### src/rtl/traceback_ctrl_if.sv
// Handshake, output-word and survivor-SRAM signals of the Viterbi traceback controller.
// The controller uses the slave modport; the surrounding datapath uses master.
interface traceback_ctrl_if #(
    parameter int DEC_LEN = 16
);
    logic                dec_valid_i;
    logic                dec_ready_o;
    logic [63:0]         dec_data_i;
    logic [5:0]          best_state_i;
    logic                out_valid_o;
    logic                out_ready_i;
    logic [DEC_LEN-1:0]  out_data_o;
    logic                sram_wr_en_o;
    logic                sram_rd_en_o;
    logic [5:0]          sram_addr_o;
    logic [63:0]         sram_wdata_o;
    logic [63:0]         sram_rdata_i;
    logic                busy_o;

    modport slave (
        input  dec_valid_i, dec_data_i, best_state_i, out_ready_i, sram_rdata_i,
        output dec_ready_o, out_valid_o, out_data_o, sram_wr_en_o, sram_rd_en_o,
               sram_addr_o, sram_wdata_o, busy_o
    );

    modport master (
        output dec_valid_i, dec_data_i, best_state_i, out_ready_i, sram_rdata_i,
        input  dec_ready_o, out_valid_o, out_data_o, sram_wr_en_o, sram_rd_en_o,
               sram_addr_o, sram_wdata_o, busy_o
    );
endinterface

### src/rtl/traceback_ctrl.sv
// Viterbi traceback controller: fills a 64-entry survivor SRAM, traces back N steps, emits DEC_LEN bits.
// Define TBC_BEST_STATE_EN to start traceback from the newest best state instead of state 0.
module traceback_ctrl #(
    parameter int TB_LEN  = 32,
    parameter int DEC_LEN = 16
) (
    input  logic                   clk_i,
    input  logic                   rst_i,
    traceback_ctrl_if.slave        bus
);
    localparam int N = TB_LEN + DEC_LEN;

    typedef enum logic [1:0] {
        S_FILL,
        S_TB,
        S_OUT
    } state_t;

    state_t              state_reg;
    logic [5:0]          wr_ptr_reg;
    logic [6:0]          cnt_reg;
    logic [6:0]          issue_reg;
    logic [6:0]          proc_reg;
    logic                rd_pend_reg;
    logic [5:0]          tst_reg;
    logic [DEC_LEN-1:0]  word_reg;
    logic                out_valid_reg;

    logic                dec_ready;
    logic                xfer;
    logic                rd_en;
    logic [5:0]          rd_addr;
    logic [5:0]          start_state;

    assign dec_ready = (state_reg == S_FILL) && (cnt_reg < 7'(N));
    // dec_ready stays high through reset, so the write strobe is masked explicitly
    assign xfer      = bus.dec_valid_i && dec_ready && !rst_i;
    assign rd_en     = (state_reg == S_TB) && (issue_reg < 7'(N));
    assign rd_addr   = wr_ptr_reg - 6'd1 - issue_reg[5:0];

`ifdef TBC_BEST_STATE_EN
    logic [5:0] last_best_reg;
    logic [5:0] best_next;

    assign best_next   = xfer ? bus.best_state_i : last_best_reg;
    assign start_state = best_next;

    always_ff @(posedge clk_i or posedge rst_i) begin
        if (rst_i) begin
            last_best_reg <= 6'd0;
        end else begin
            last_best_reg <= best_next;
        end
    end
`else
    logic unused_best;

    assign unused_best = ^bus.best_state_i;
    assign start_state = 6'd0;
`endif

    assign bus.dec_ready_o  = dec_ready;
    assign bus.sram_wr_en_o = xfer;
    assign bus.sram_rd_en_o = rd_en;
    assign bus.sram_addr_o  = xfer ? wr_ptr_reg : (rd_en ? rd_addr : 6'd0);
    assign bus.sram_wdata_o = xfer ? bus.dec_data_i : 64'd0;
    assign bus.out_valid_o  = out_valid_reg;
    assign bus.out_data_o   = word_reg;
    assign bus.busy_o       = (state_reg != S_FILL);

    always_ff @(posedge clk_i or posedge rst_i) begin
        if (rst_i) begin
            state_reg     <= S_FILL;
            wr_ptr_reg    <= 6'd0;
            cnt_reg       <= 7'd0;
            issue_reg     <= 7'd0;
            proc_reg      <= 7'd0;
            rd_pend_reg   <= 1'b0;
            tst_reg       <= 6'd0;
            word_reg      <= '0;
            out_valid_reg <= 1'b0;
        end else begin
            case (state_reg)
                S_FILL: begin
                    rd_pend_reg <= 1'b0;
                    if (xfer) begin
                        wr_ptr_reg <= wr_ptr_reg + 6'd1;
                        cnt_reg    <= cnt_reg + 7'd1;
                        if (cnt_reg == 7'(N - 1)) begin
                            state_reg <= S_TB;
                            issue_reg <= 7'd0;
                            proc_reg  <= 7'd0;
                            tst_reg   <= start_state;
                        end
                    end
                end
                S_TB: begin
                    // Reads stream out one per cycle; rd_pend_reg marks the cycle their data lands
                    rd_pend_reg <= rd_en;
                    if (rd_en) begin
                        issue_reg <= issue_reg + 7'd1;
                    end
                    if (rd_pend_reg) begin
                        // Only steps TB_LEN..N-1 map onto word bits; oldest step ends in bit 0
                        for (int b = 0; b < DEC_LEN; b++) begin
                            if (proc_reg == 7'(N - 1 - b)) begin
                                word_reg[b] <= tst_reg[5];
                            end
                        end
                        tst_reg  <= {tst_reg[4:0], bus.sram_rdata_i[tst_reg]};
                        proc_reg <= proc_reg + 7'd1;
                        if (proc_reg == 7'(N - 1)) begin
                            state_reg     <= S_OUT;
                            out_valid_reg <= 1'b1;
                        end
                    end
                end
                S_OUT: begin
                    if (bus.out_ready_i) begin
                        // The oldest DEC_LEN vectors are dropped logically; the SRAM keeps them
                        cnt_reg       <= cnt_reg - 7'(DEC_LEN);
                        state_reg     <= S_FILL;
                        out_valid_reg <= 1'b0;
                    end
                end
                default: begin
                    state_reg <= S_FILL;
                end
            endcase
        end
    end
endmodule

### src/flat_wrapper.sv
// flat-port wrapper written by rule: the top's interface ports become plain ports
module traceback_ctrl_flat 
#(
    parameter int TB_LEN  = 32,
    parameter int DEC_LEN = 16
)
  (clk_i, rst_i, bus_dec_valid_i, bus_dec_data_i, bus_best_state_i, bus_out_ready_i, bus_sram_rdata_i, bus_dec_ready_o, bus_out_valid_o, bus_out_data_o, bus_sram_wr_en_o, bus_sram_rd_en_o, bus_sram_addr_o, bus_sram_wdata_o, bus_busy_o);
  traceback_ctrl_if #(.DEC_LEN(DEC_LEN)) bus_i ();
  input  logic clk_i;
  input  logic rst_i;
  input wire logic [$bits(bus_i.dec_valid_i)-1:0] bus_dec_valid_i;
  input wire logic [$bits(bus_i.dec_data_i)-1:0] bus_dec_data_i;
  input wire logic [$bits(bus_i.best_state_i)-1:0] bus_best_state_i;
  input wire logic [$bits(bus_i.out_ready_i)-1:0] bus_out_ready_i;
  input wire logic [$bits(bus_i.sram_rdata_i)-1:0] bus_sram_rdata_i;
  output wire logic [$bits(bus_i.dec_ready_o)-1:0] bus_dec_ready_o;
  output wire logic [$bits(bus_i.out_valid_o)-1:0] bus_out_valid_o;
  output wire logic [$bits(bus_i.out_data_o)-1:0] bus_out_data_o;
  output wire logic [$bits(bus_i.sram_wr_en_o)-1:0] bus_sram_wr_en_o;
  output wire logic [$bits(bus_i.sram_rd_en_o)-1:0] bus_sram_rd_en_o;
  output wire logic [$bits(bus_i.sram_addr_o)-1:0] bus_sram_addr_o;
  output wire logic [$bits(bus_i.sram_wdata_o)-1:0] bus_sram_wdata_o;
  output wire logic [$bits(bus_i.busy_o)-1:0] bus_busy_o;
  assign bus_i.dec_valid_i = bus_dec_valid_i;
  assign bus_i.dec_data_i = bus_dec_data_i;
  assign bus_i.best_state_i = bus_best_state_i;
  assign bus_i.out_ready_i = bus_out_ready_i;
  assign bus_i.sram_rdata_i = bus_sram_rdata_i;
  assign bus_dec_ready_o = bus_i.dec_ready_o;
  assign bus_out_valid_o = bus_i.out_valid_o;
  assign bus_out_data_o = bus_i.out_data_o;
  assign bus_sram_wr_en_o = bus_i.sram_wr_en_o;
  assign bus_sram_rd_en_o = bus_i.sram_rd_en_o;
  assign bus_sram_addr_o = bus_i.sram_addr_o;
  assign bus_sram_wdata_o = bus_i.sram_wdata_o;
  assign bus_busy_o = bus_i.busy_o;
  traceback_ctrl #(.TB_LEN(TB_LEN), .DEC_LEN(DEC_LEN)) u_core (.clk_i(clk_i), .rst_i(rst_i), .bus(bus_i));
endmodule
### config.mk
export PLATFORM = sky130hd
export DESIGN_NAME = traceback_ctrl_flat
export DESIGN_NICKNAME = d
export VERILOG_FILES = /design/src/rtl/traceback_ctrl_if.sv /design/src/rtl/traceback_ctrl.sv /design/src/flat_wrapper.sv
export SDC_FILE = /design/constraint.sdc
export NUM_CORES = 1
export LEC_CHECK = 0
export CORE_MARGIN = 2
export CORE_UTILIZATION = 30
export CTS_CLUSTER_DIAMETER = 40
export DETAILED_ROUTE_END_ITERATION = 12
export GPL_ROUTABILITY_DRIVEN = 0
export PLACE_DENSITY_LB_ADDON = 0.3
export SETUP_SLACK_MARGIN = 0.05
export SLEW_MARGIN = 20
export SYNTH_ARGS = -nofsm -noshare
export SYNTH_HDL_FRONTEND = slang
export SYNTH_SLANG_ARGS = --single-unit
### constraint.sdc
create_clock -name clk_i -period 4 [get_ports clk_i]
set_input_delay 1.2 -clock clk_i [delete_from_list [all_inputs] [get_ports clk_i]]
set_output_delay 1.2 -clock clk_i [all_outputs]
set_load 0.02 [all_outputs]
==> flow_metrics.env <==
export IMPL_outcome="finished, final reports clean"
export IMPL_synth_fp_nets=537
export IMPL_worstMarginPinSlew_ns=0.8273
export IMPL_rsz0062_at_grt="true"
export IMPL_layout_cells_non_filler=761
export IMPL_clkTransAtPathRegs_ns=0.06
export IMPL_synth_distinct_cells=54
export IMPL_period_share_pct=97.76
export IMPL_ir_drop_v=0.0001448
export IMPL_diodes=0
export IMPL_synth_edf_count=0
export IMPL_ys_seq_area_share_pct=35.13
export IMPL_grt_pass1_vias=3775
export IMPL_synthAdderAreaFrac_pct=5.502
export IMPL_synth_xor_area_share_pct=4.640
export IMPL_grt_pass1_wl_um=18680
export IMPL_nNetsFinal=746
export IMPL_via_per_inst=4.876
export IMPL_async_flop_share_pct=100.0
export IMPL_ctsHoldBuffers=0
export IMPL_finalHoldViolations=0
export IMPL_overflow=0
export IMPL_synthTopCellsByArea="dfrtp_1 (35%), and3_1 (11%), mux4_1 (5.6%)"
export IMPL_ant_nets=0
export IMPL_drive_gt1_share_pct=12.48
export IMPL_clock_sinks=53
export IMPL_syn_cell_area_um2=3775
export IMPL_utilization_pct=51.02
export IMPL_avgSynthCellArea_um2=9.856
export IMPL_syn_inst=383
export IMPL_final_setup_worst_slack_ns=0.08951
export IMPL_slew_headroom_pct=44.84
export IMPL_dp_slack_ns=-0.2256
export IMPL_crit_arrival_ns=2.71
export IMPL_drc=0
export IMPL_fmax_mhz=255.7
export IMPL_vias=3711
export IMPL_grt_max_degree=35
export IMPL_end_kind="output pin"
export IMPL_drv_slew=0
export IMPL_yosysTopAreaCellShare_pct=35.13
export IMPL_io_buffer_count=222
export IMPL_first_pass_iters=4
export IMPL_post_drt_wl_per_cell_um=15.46
export IMPL_cts_root_buf="clkbuf_16"
export IMPL_num_fill_cells=1115
export IMPL_hold_class="register to register"
export IMPL_antenna_found_initial=0
export IMPL_clk_latency_ns=0.29
export IMPL_synth_compound_area_share_pct=11.73
export IMPL_cp_required_ns=2.80
export IMPL_start_util_pct=31.04
export IMPL_cp_start_kind="primary input"
export IMPL_die_area_um2=13500
export IMPL_synth_top_cell_by_area="dfrtp_1"
export IMPL_fp_dieH_um=116.2
export IMPL_clockBufferDepth=2
export IMPL_synth_ff_type="dfrtp_1"
export IMPL_wl_um=11770
export IMPL_ys_warn_count=0
export IMPL_period_minus_slack_ns=3.910
export IMPL_drt_iter0_markers=137
export IMPL_synth_top_family_by_area="simple AND/OR/NAND/NOR gates"
export IMPL_cts_buffers=5
export IMPL_die_w_um=116.2
export IMPL_synthSimpleGateAreaFrac_pct=22.47
export IMPL_core_rowCount=40
export IMPL_synth_mux_area_share_pct=14.72
export IMPL_final_setup_tns_ns=0
export IMPL_worst_path_max_fanout=32
export IMPL_ctsHtreeMaxLevel=2
export IMPL_dp_cells=752
export IMPL_power_density_nw_per_um2=281.2
export IMPL_core_um2=12160
export IMPL_p_leak_uw=0.002958
export IMPL_skew_ns=0.01060
export IMPL_post_dp_hpwl_um=9393
export IMPL_crit_type="primary input to output pin"
export IMPL_finalSetupViolations=0
export IMPL_post_cts_buffers=0
export IMPL_largest_register_ffs=16
export IMPL_area_growth_pct=64.37
export IMPL_ios=229
export IMPL_synth_seq_cells=53
export IMPL_cts_tree="done"
export IMPL_cap_violations=0
export IMPL_track_usage_pct=17.34
-- area by class of cell --
class / count / area (um2) / share of cell area, %
timing repair buffer: 234 / 2183 / 35.19
clock inverter: 3 / 43.79 / 0.7058
tap: 168 / 210.2 / 3.388
inverter: 20 / 78.83 / 1.270
sequential: 53 / 1326 / 21.38
multi-input combinational: 278 / 2237 / 36.06
clock buffer: 5 / 125.1 / 2.017
-- Yosys cell counts (2+ instances only) --
library cell  number
and3_1            66
dfrtp_1           53
nand2_1           24
clkbuf_1          22
inv_1             19
nor2_1            18
o21ai_0           17
ha_1              15
xnor2_1           14
mux2_2            12
nand3_1           11
a22o_1             8
mux4_1             8
mux4_2             8
buf_2              7
o31ai_1            7
o2111ai_1          6
xor2_1             6
nand4_1            5
nor3b_1            5
nor2b_1            4
a21oi_1            3
mux2i_1            3
nand3b_1           3
o211ai_1           3
a31oi_1            2
buf_4              2
nand2b_1           2
nor3_1             2
nor4_1             2
o21a_1             2
or3_1              2
-- placed cells by master (no fill, tap or decap), drive strengths merged, types with 2 or more instances in the layout --
cell type / synthesis / routed
a31oi: 2 / 2
nand4: 5 / 5
o21a: 2 / 2
clkdlybuf4s15: 0 / 7
o21ai: 18 / 18
o211ai: 3 / 3
a21oi: 3 / 3
dfrtp: 53 / 53
mux2: 12 / 12
inv: 20 / 20
mux4: 16 / 16
xor2: 6 / 6
and3: 66 / 66
clkbuf: 22 / 31
nor3b: 5 / 5
ha: 15 / 15
or3: 2 / 2
mux2i: 3 / 3
nor2b: 4 / 4
xnor2: 14 / 14
clkdlybuf4s50: 0 / 151
nand3: 11 / 11
dlygate4sd2: 0 / 37
buf: 10 / 12
nor4: 2 / 2
nor3: 2 / 2
o31ai: 7 / 7
nand3b: 3 / 3
a22o: 8 / 8
o2111ai: 6 / 6
nand2: 25 / 25
nand2b: 2 / 2
nor2: 18 / 18
-- logic make-up after synthesis --
kind of cell / count (synthesis)
AND/OR/NAND/NOR: 151
AO/OA/AOI/OAI: 60
flip-flops: 53
buffers and inverters: 52
multiplexers: 31
XOR/XNOR: 20
adder cells (fa/ha/maj): 16
-- metrics by stage --
step	cell area [um2]	total power, uW	hold WS, ns
2_1_floorplan	3775	988.1	0.4603
3_3_place_gp	6171	1276	0.4772
3_5_place_dp	6171	1290	0.4887
4_1_cts	6294	1759	0.5076
5_1_grt	6205	1850	0.5237
6_report	6205	1745	0.5033
-- critical path: stages --
cell and delay, ns:
clkdlybuf4s50_1 0.46, nor2b_4 0.20, bufbuf_16 0.33, and3_1 0.16
clkdlybuf4s15_1 0.35
-- power breakdown --
group	leakage, uW	switching (uW)	internal, uW
combinational	0.00218	281	315
sequential	0.000694	66.2	589
clock	0.0000842	198	297
-- what timing repair did --
item,4_1_cts,5_1_grt
setup endpoints to repair,70,33
cloned,1,0
resized for setup,72,60
-- layer usage --
metal	vias to the layer above	track usage, %	part of all wire [%]
met5	-	0	0
met4	0	4.444	1.3
met3	11	3.684	5.9
met2	113	31.31	53
met1	1750	21.09	40
li1	1837	-	-
-- final timing paths --
check / start / end / slack, ns / cells after the start
setup / recovery: bus_dec_valid_i / bus_sram_wdata_o[61] / 0.09 / 5
hold / removal: u_core.cnt_reg[0] / u_core.cnt_reg[0] / 0.50 / 1
setup reg to reg: u_core.cnt_reg[4] / u_core.issue_reg[5] / 1.48 / 6
hold reg to reg: u_core.cnt_reg[0] / u_core.cnt_reg[0] / 0.50 / 1
max in group asynchronous: rst_i / u_core.wr_ptr_reg[1] / 1.92 / 4
min in group asynchronous: rst_i / u_core.cnt_reg[5] / 1.51 / 3
Power figures use the tool's default switching activity.
==> RTL change 1 (config.mk and constraints unchanged) <==
Encoding of `state_t`: now one-hot (3 bits for 3 states).
--- a/src/rtl/traceback_ctrl.sv
+++ b/src/rtl/traceback_ctrl.sv
@@ -11,8 +11,8 @@
     localparam int N = TB_LEN + DEC_LEN;
 
-    typedef enum logic [1:0] {
-        S_FILL,
-        S_TB,
-        S_OUT
+    typedef enum logic [2:0] {
+        S_FILL = 3'b001,
+        S_TB   = 3'b010,
+        S_OUT  = 3'b100
     } state_t;
 
Check against the original RTL: no difference found for any inputs over 10 cycles, from zero or initial values and one cycle with rst_i high; not proved beyond that.
==> RTL change 1 against the unedited design <==
Sequential power rose by 15%. Design area rose by 0.65%. First-iteration DRC count fell by 4.4%. Routed wire length fell by 6.8%. Combinational power rose by 33%. Synthesized cell count fell by 0.52%. Via count fell by 3.0%. Sequential cell count rose by 1. Area after synthesis fell by 0.86%. Total power rose by 16%. Setup slack improved by 0.013 ns. Critical path type unchanged.
==> RTL change 1: results (changes against the unedited design) <==
Mux share of post-synthesis cell area - 17.5% (+2.8 points)
Worst-Margin Slew - 0.957 ns (+0.130 ns)
Clock root buffer master - clkbuf_16
Vias in the first global route - 3630 (-3.8%)
Global-route wire length before repair - 17200 µm (-8.2%)
Clk cell area share - 2.62% (-0.098 points)
PostCTS Resize Cnt - 84 (+17%)
CP arrival - 2.70 ns (about the same)
# diodes - 0 (unchanged)
Clock tree sinks - 54 (+1.9%)
Post-DP HPWL - 9080 µm (-3.3%)
Area fraction in compound gates after synthesis - 6.49% (-5.2 points)
Top post-synthesis cells by count - and2_1, dfrtp_1, nand2_1
Total track usage - 15.9% (-1.4 points)
NumNets Final - 750 (+0.54%)
Synth warn - 0 (unchanged)
Synth Area in XOR/XNOR - 4.68% (+0.040 points)
Vias post-DR - 3600 (-3.0%)
Maximum number of pins on one net before global-route repair - 37 (+5.7%)
Critical path's largest stage delay - 0.51 ns (+0.05 ns)
Status - finished, final reports clean
Share of layout cells above drive strength 1 - 10.9% (-1.6 points)
Ranking of synthesized cells by area - dfrtp_1, and2_1, mux4_2, mux2_2, ha_1
Multi-input gate count - 286 (+2.9%)
Data buffer area share - 35.5% (+0.30 points)
Maximum clock rate - 0.257 GHz (+0.33%)
Layout buffer count excluding clock buffers - 230 (-1.7%)
Routed wire per std cell - 14.3 µm (-7.2%)
Internal power - 0.00135 W (+13%)
Crit-path leading delay family - buffers and inverters
CP max FO - 12 (-63%)
Worst hold path type - register to register
Final Skew - 0.00769 ns (-0.00291 ns)
Non-clock inverters - 19 (-5.0%)
DRT iter0 DRCs - 131 (-4.4%)
Post-Syn Nets - 535 (-0.37%)
Place WS - -0.234 ns (-0.00890 ns)
Adder-cell share of the synthesized area - 5.55% (+0.048 points)
Top-count cell post-synth - and2_1
Synth cell types - 48 (-11%)
Seq/total area - 21.7% (+0.28 points)
Reg-to-reg setup timing slack - 1.63 ns (+0.15 ns)
==> RTL change 1: cell types whose count changed after synthesis, moves of 6 or more <==
cell | before | now
a22o_1 | 8 | 1
nand2_1 | 24 | 39
and2_1 | 0 | 65
nand3_1 | 11 | 17
mux4_1 | 8 | 0
mux4_2 | 8 | 17
clkbuf_1 | 22 | 13
o2111ai_1 | 6 | 0
and3_1 | 66 | 4
==> RTL change 1: power groups by stage <==
stage | clock (W) | combinational [W] | sequential (W)
CTS | 0.000488 | 0.000803 | 0.000752
global placement | 0 | 0.000822 | 0.000758
detailed placement | 0 | 0.000835 | 0.000762
finish | 0.000479 | 0.000792 | 0.000752
global route | 0.000509 | 0.000879 | 0.000771
floorplan | 0 | 0.000502 | 0.000709
==> RTL change 1: per-stage QoR <==
step	utilization, %	total power, W	instances	cell area (µm²)	hold slack, ns
floorplan	-	0.00121	381	3740	0.451
global placement	50.6	0.00158	757	6130	0.469
detailed placement	50.6	0.00160	757	6130	0.480
CTS	51.6	0.00204	764	6250	0.489
global route	51.6	0.00216	764	6240	0.511
finish	51.6	0.00202	764	6240	0.491
==> RTL change 1: final timing paths <==
| path | from | to | depth (start not counted) |
|---|---|---|---|
| max | rst_i | bus_sram_addr_o[0] | 6 |
| min | u_core.cnt_reg[3] | u_core.cnt_reg[3] | 1 |
| max reg2reg | u_core.state_reg[0] | u_core.tst_reg[0] | 7 |
| min reg2reg | u_core.cnt_reg[3] | u_core.cnt_reg[3] | 1 |
| max in group asynchronous | rst_i | u_core.state_reg[0] | 3 |
| min in group asynchronous | rst_i | u_core.issue_reg[2] | 2 |
==> RTL change 1: per-layer routing <==
layer	wire, µm	global-route usage (%)	share of wire (%)
met5	0	0	0
met3	953	5.60	8.7
met4	138	3.41	1.3
met1	4000	17.0	37
met2	5870	30.1	54
==> RTL change 2 (same flow settings) <==
Made on the original files. `DEC_LEN` is set to 16 in 3 places; all go to 32.
--- a/src/rtl/traceback_ctrl_if.sv
+++ b/src/rtl/traceback_ctrl_if.sv
@@ -2,5 +2,5 @@
 // The controller uses the slave modport; the surrounding datapath uses master.
 interface traceback_ctrl_if #(
-    parameter int DEC_LEN = 16
+    parameter int DEC_LEN = 32
 );
     logic                dec_valid_i;
--- a/src/rtl/traceback_ctrl.sv
+++ b/src/rtl/traceback_ctrl.sv
@@ -3,5 +3,5 @@
 module traceback_ctrl #(
     parameter int TB_LEN  = 32,
-    parameter int DEC_LEN = 16
+    parameter int DEC_LEN = 32
 ) (
     input  logic                   clk_i,
--- a/src/flat_wrapper.sv
+++ b/src/flat_wrapper.sv
@@ -3,5 +3,5 @@
 #(
     parameter int TB_LEN  = 32,
-    parameter int DEC_LEN = 16
+    parameter int DEC_LEN = 32
 )
   (clk_i, rst_i, bus_dec_valid_i, bus_dec_data_i, bus_best_state_i, bus_out_ready_i, bus_sram_rdata_i, bus_dec_ready_o, bus_out_valid_o, bus_out_data_o, bus_sram_wr_en_o, bus_sram_rd_en_o, bus_sram_addr_o, bus_sram_wdata_o, bus_busy_o);
Ports: changed (resized bus_out_data_o); port bits go from 229 to 245. The function was not compared with the original's and may differ.
==> RTL change 2 against the unedited design <==
Routed wire length increased by 19%. Design area grew 16%. Global-route usage grew 0.66 points. Area after synthesis increased by 15%. Sequential cell count up 16. Setup slack gained 0.040 ns. Final cell count grew 7.6%. Via count up 7.4%. Non-clock buffer count is 13 higher.
Power is not compared: it rests on default switching activity, and its combinational part moved more than twofold at a synthesized area within 25%.
==> RTL change 2: results (changes against the unedited design) <==
Status - finished, final reports clean
CTS Buf Count - 9 (+4)
Max clock buf depth - 2 (unchanged)
Drt total wl - 14100 µm (+19%)
Reg-to-reg setup timing slack - 1.41 ns (-0.07 ns)
Highest metal layer with signal wires - met5
Global-route wire length before repair - 22000 µm (+18%)
GRT met3 Usage - 5.93% (+2.2 points)
Met2 GRT Util - 33.5% (+2.2 points)
Post-Syn Nets - 559 (+4.1%)
NumNets Final - 785 (+5.2%)
Maximum number of pins on one net before global-route repair - 70 (+100%)
CP startpoint - rst_i
Share of layout cells above drive strength 1 - 12.7% (+0.20 points)
Initial antenna violation count - 1 (+1)
Crit Reg-Reg Endpoint - u_core.tst_reg[0]
Mean Syn Cell Area - 10.6 µm² (+7.9%)
Vias per std cell - 4.86 (-0.25%)
Post-DP HPWL - 11000 µm (+17%)
Synth cell types - 50 (-7.4%)
Clock latency on the worst-skew pair - 0.33 ns (+0.04 ns)
Total track usage - 18.0% (+0.66 points)
Crit path time final - 3.87 ns (-0.0402 ns)
Place WS - -0.253 ns (-0.0276 ns)
CP arrival - 2.67 ns (-0.04 ns)
Met1 GRT Util - 19.0% (-2.0 points)
Top post-synthesis cells by count - dfrtp_1, and2_1, mux2_1
# diodes - 0 (unchanged)
Worst-Margin Slew - 1.03 ns (+0.208 ns)
Layout Cells excl Fill - 819 (+7.6%)
Vias in the first global route - 4159 (+10%)
CTS H-tree depth - 3 (+1)
CP endpoint - bus_sram_wdata_o[30]
Register area share after synthesis - 39.8% (+4.7 points)
WL met1 - 5190 µm (+10%)
Max reg flops - 32 (+16)
DRT iter0 DRCs - 195 (+42%)
PostCTS Resize Cnt - 99 (+38%)
Critical path's largest stage delay - 0.51 ns (+0.05 ns)
Clock root buffer master - clkbuf_16
Port Buffers - 238 (+7.2%)
Routed met3 length - 934 µm (+35%)
WL met2 - 7600 µm (+22%)
CP max-delay cell - clkdlybuf4s50_1
R2R Path Start - u_core.tst_reg[0]
Fill count - 1257 (+13%)
Final Skew - 0.00598 ns (-0.00461 ns)
Placed Cells - 802 (+6.6%)
Ranking of synthesized cells by area - dfrtp_1, and2_1, mux2_1, mux4_2, mux4_1
[RTL change 2: per-stage QoR]
stage	util (%)	TNS, ns	instance area [µm²]
floorplan	-	-23.54	4400
global placement	49.4	-10.04	6910
detailed placement	49.4	-11.14	6910
CTS	51.5	0	7200
global route	51.5	0	7200
finish	51.5	0	7200
[RTL change 2: cell families after synthesis]
logic type / after synthesis / share of synthesized area (%)
and+or+nand+nor: 173 / 22.5
DFF: 69 / 39.8
muxes: 55 / 19.4
buffers and inverters: 43 / 4.41
AOI/OAI and AO/OA: 31 / 4.82
xor gates and xnor gates: 24 / 5.16
adders and majority gates: 13 / 3.92
[RTL change 2: worst max-delay path, delay by kind of cell]
kind | cells | cell delay, ns
buffers and inverters | 4 | 1.10
and+or+nand+nor | 2 | 0.38
[RTL change 2: worst min path at each step]
stage	slack, ns	from	to	cells past startpoint
floorplan	0.46	u_core.issue_reg[6]	u_core.issue_reg[6]	2
CTS	0.48	u_core.bus.out_valid_o	u_core.bus.out_valid_o	1
detailed placement	0.47	u_core.bus.out_valid_o	u_core.bus.out_valid_o	1
finish	0.48	u_core.bus.out_valid_o	u_core.bus.out_valid_o	1
global route	0.50	u_core.bus.out_valid_o	u_core.bus.out_valid_o	1
global placement	0.46	u_core.bus.out_valid_o	u_core.bus.out_valid_o	1
[RTL change 2: cell type report]
class                   count  share of cell area (%)
well taps                 180                    3.13
repair buffers            247                    33.4
inverters                  11                   0.625
clock inverters             6                    1.29
flip-flops and latches     69                    24.0
clock buffers              10                    3.32
multi-input cells         296                    34.2
[RTL change 2: report_power, final]
part	total [W]	switching, W	internal (W)
registers	0.000705	0.00000590	0.000699
clock network	0.000881	0.000314	0.000567
logic	0.000177	0.0000372	0.000140
total	0.00176	0.000357	0.00141
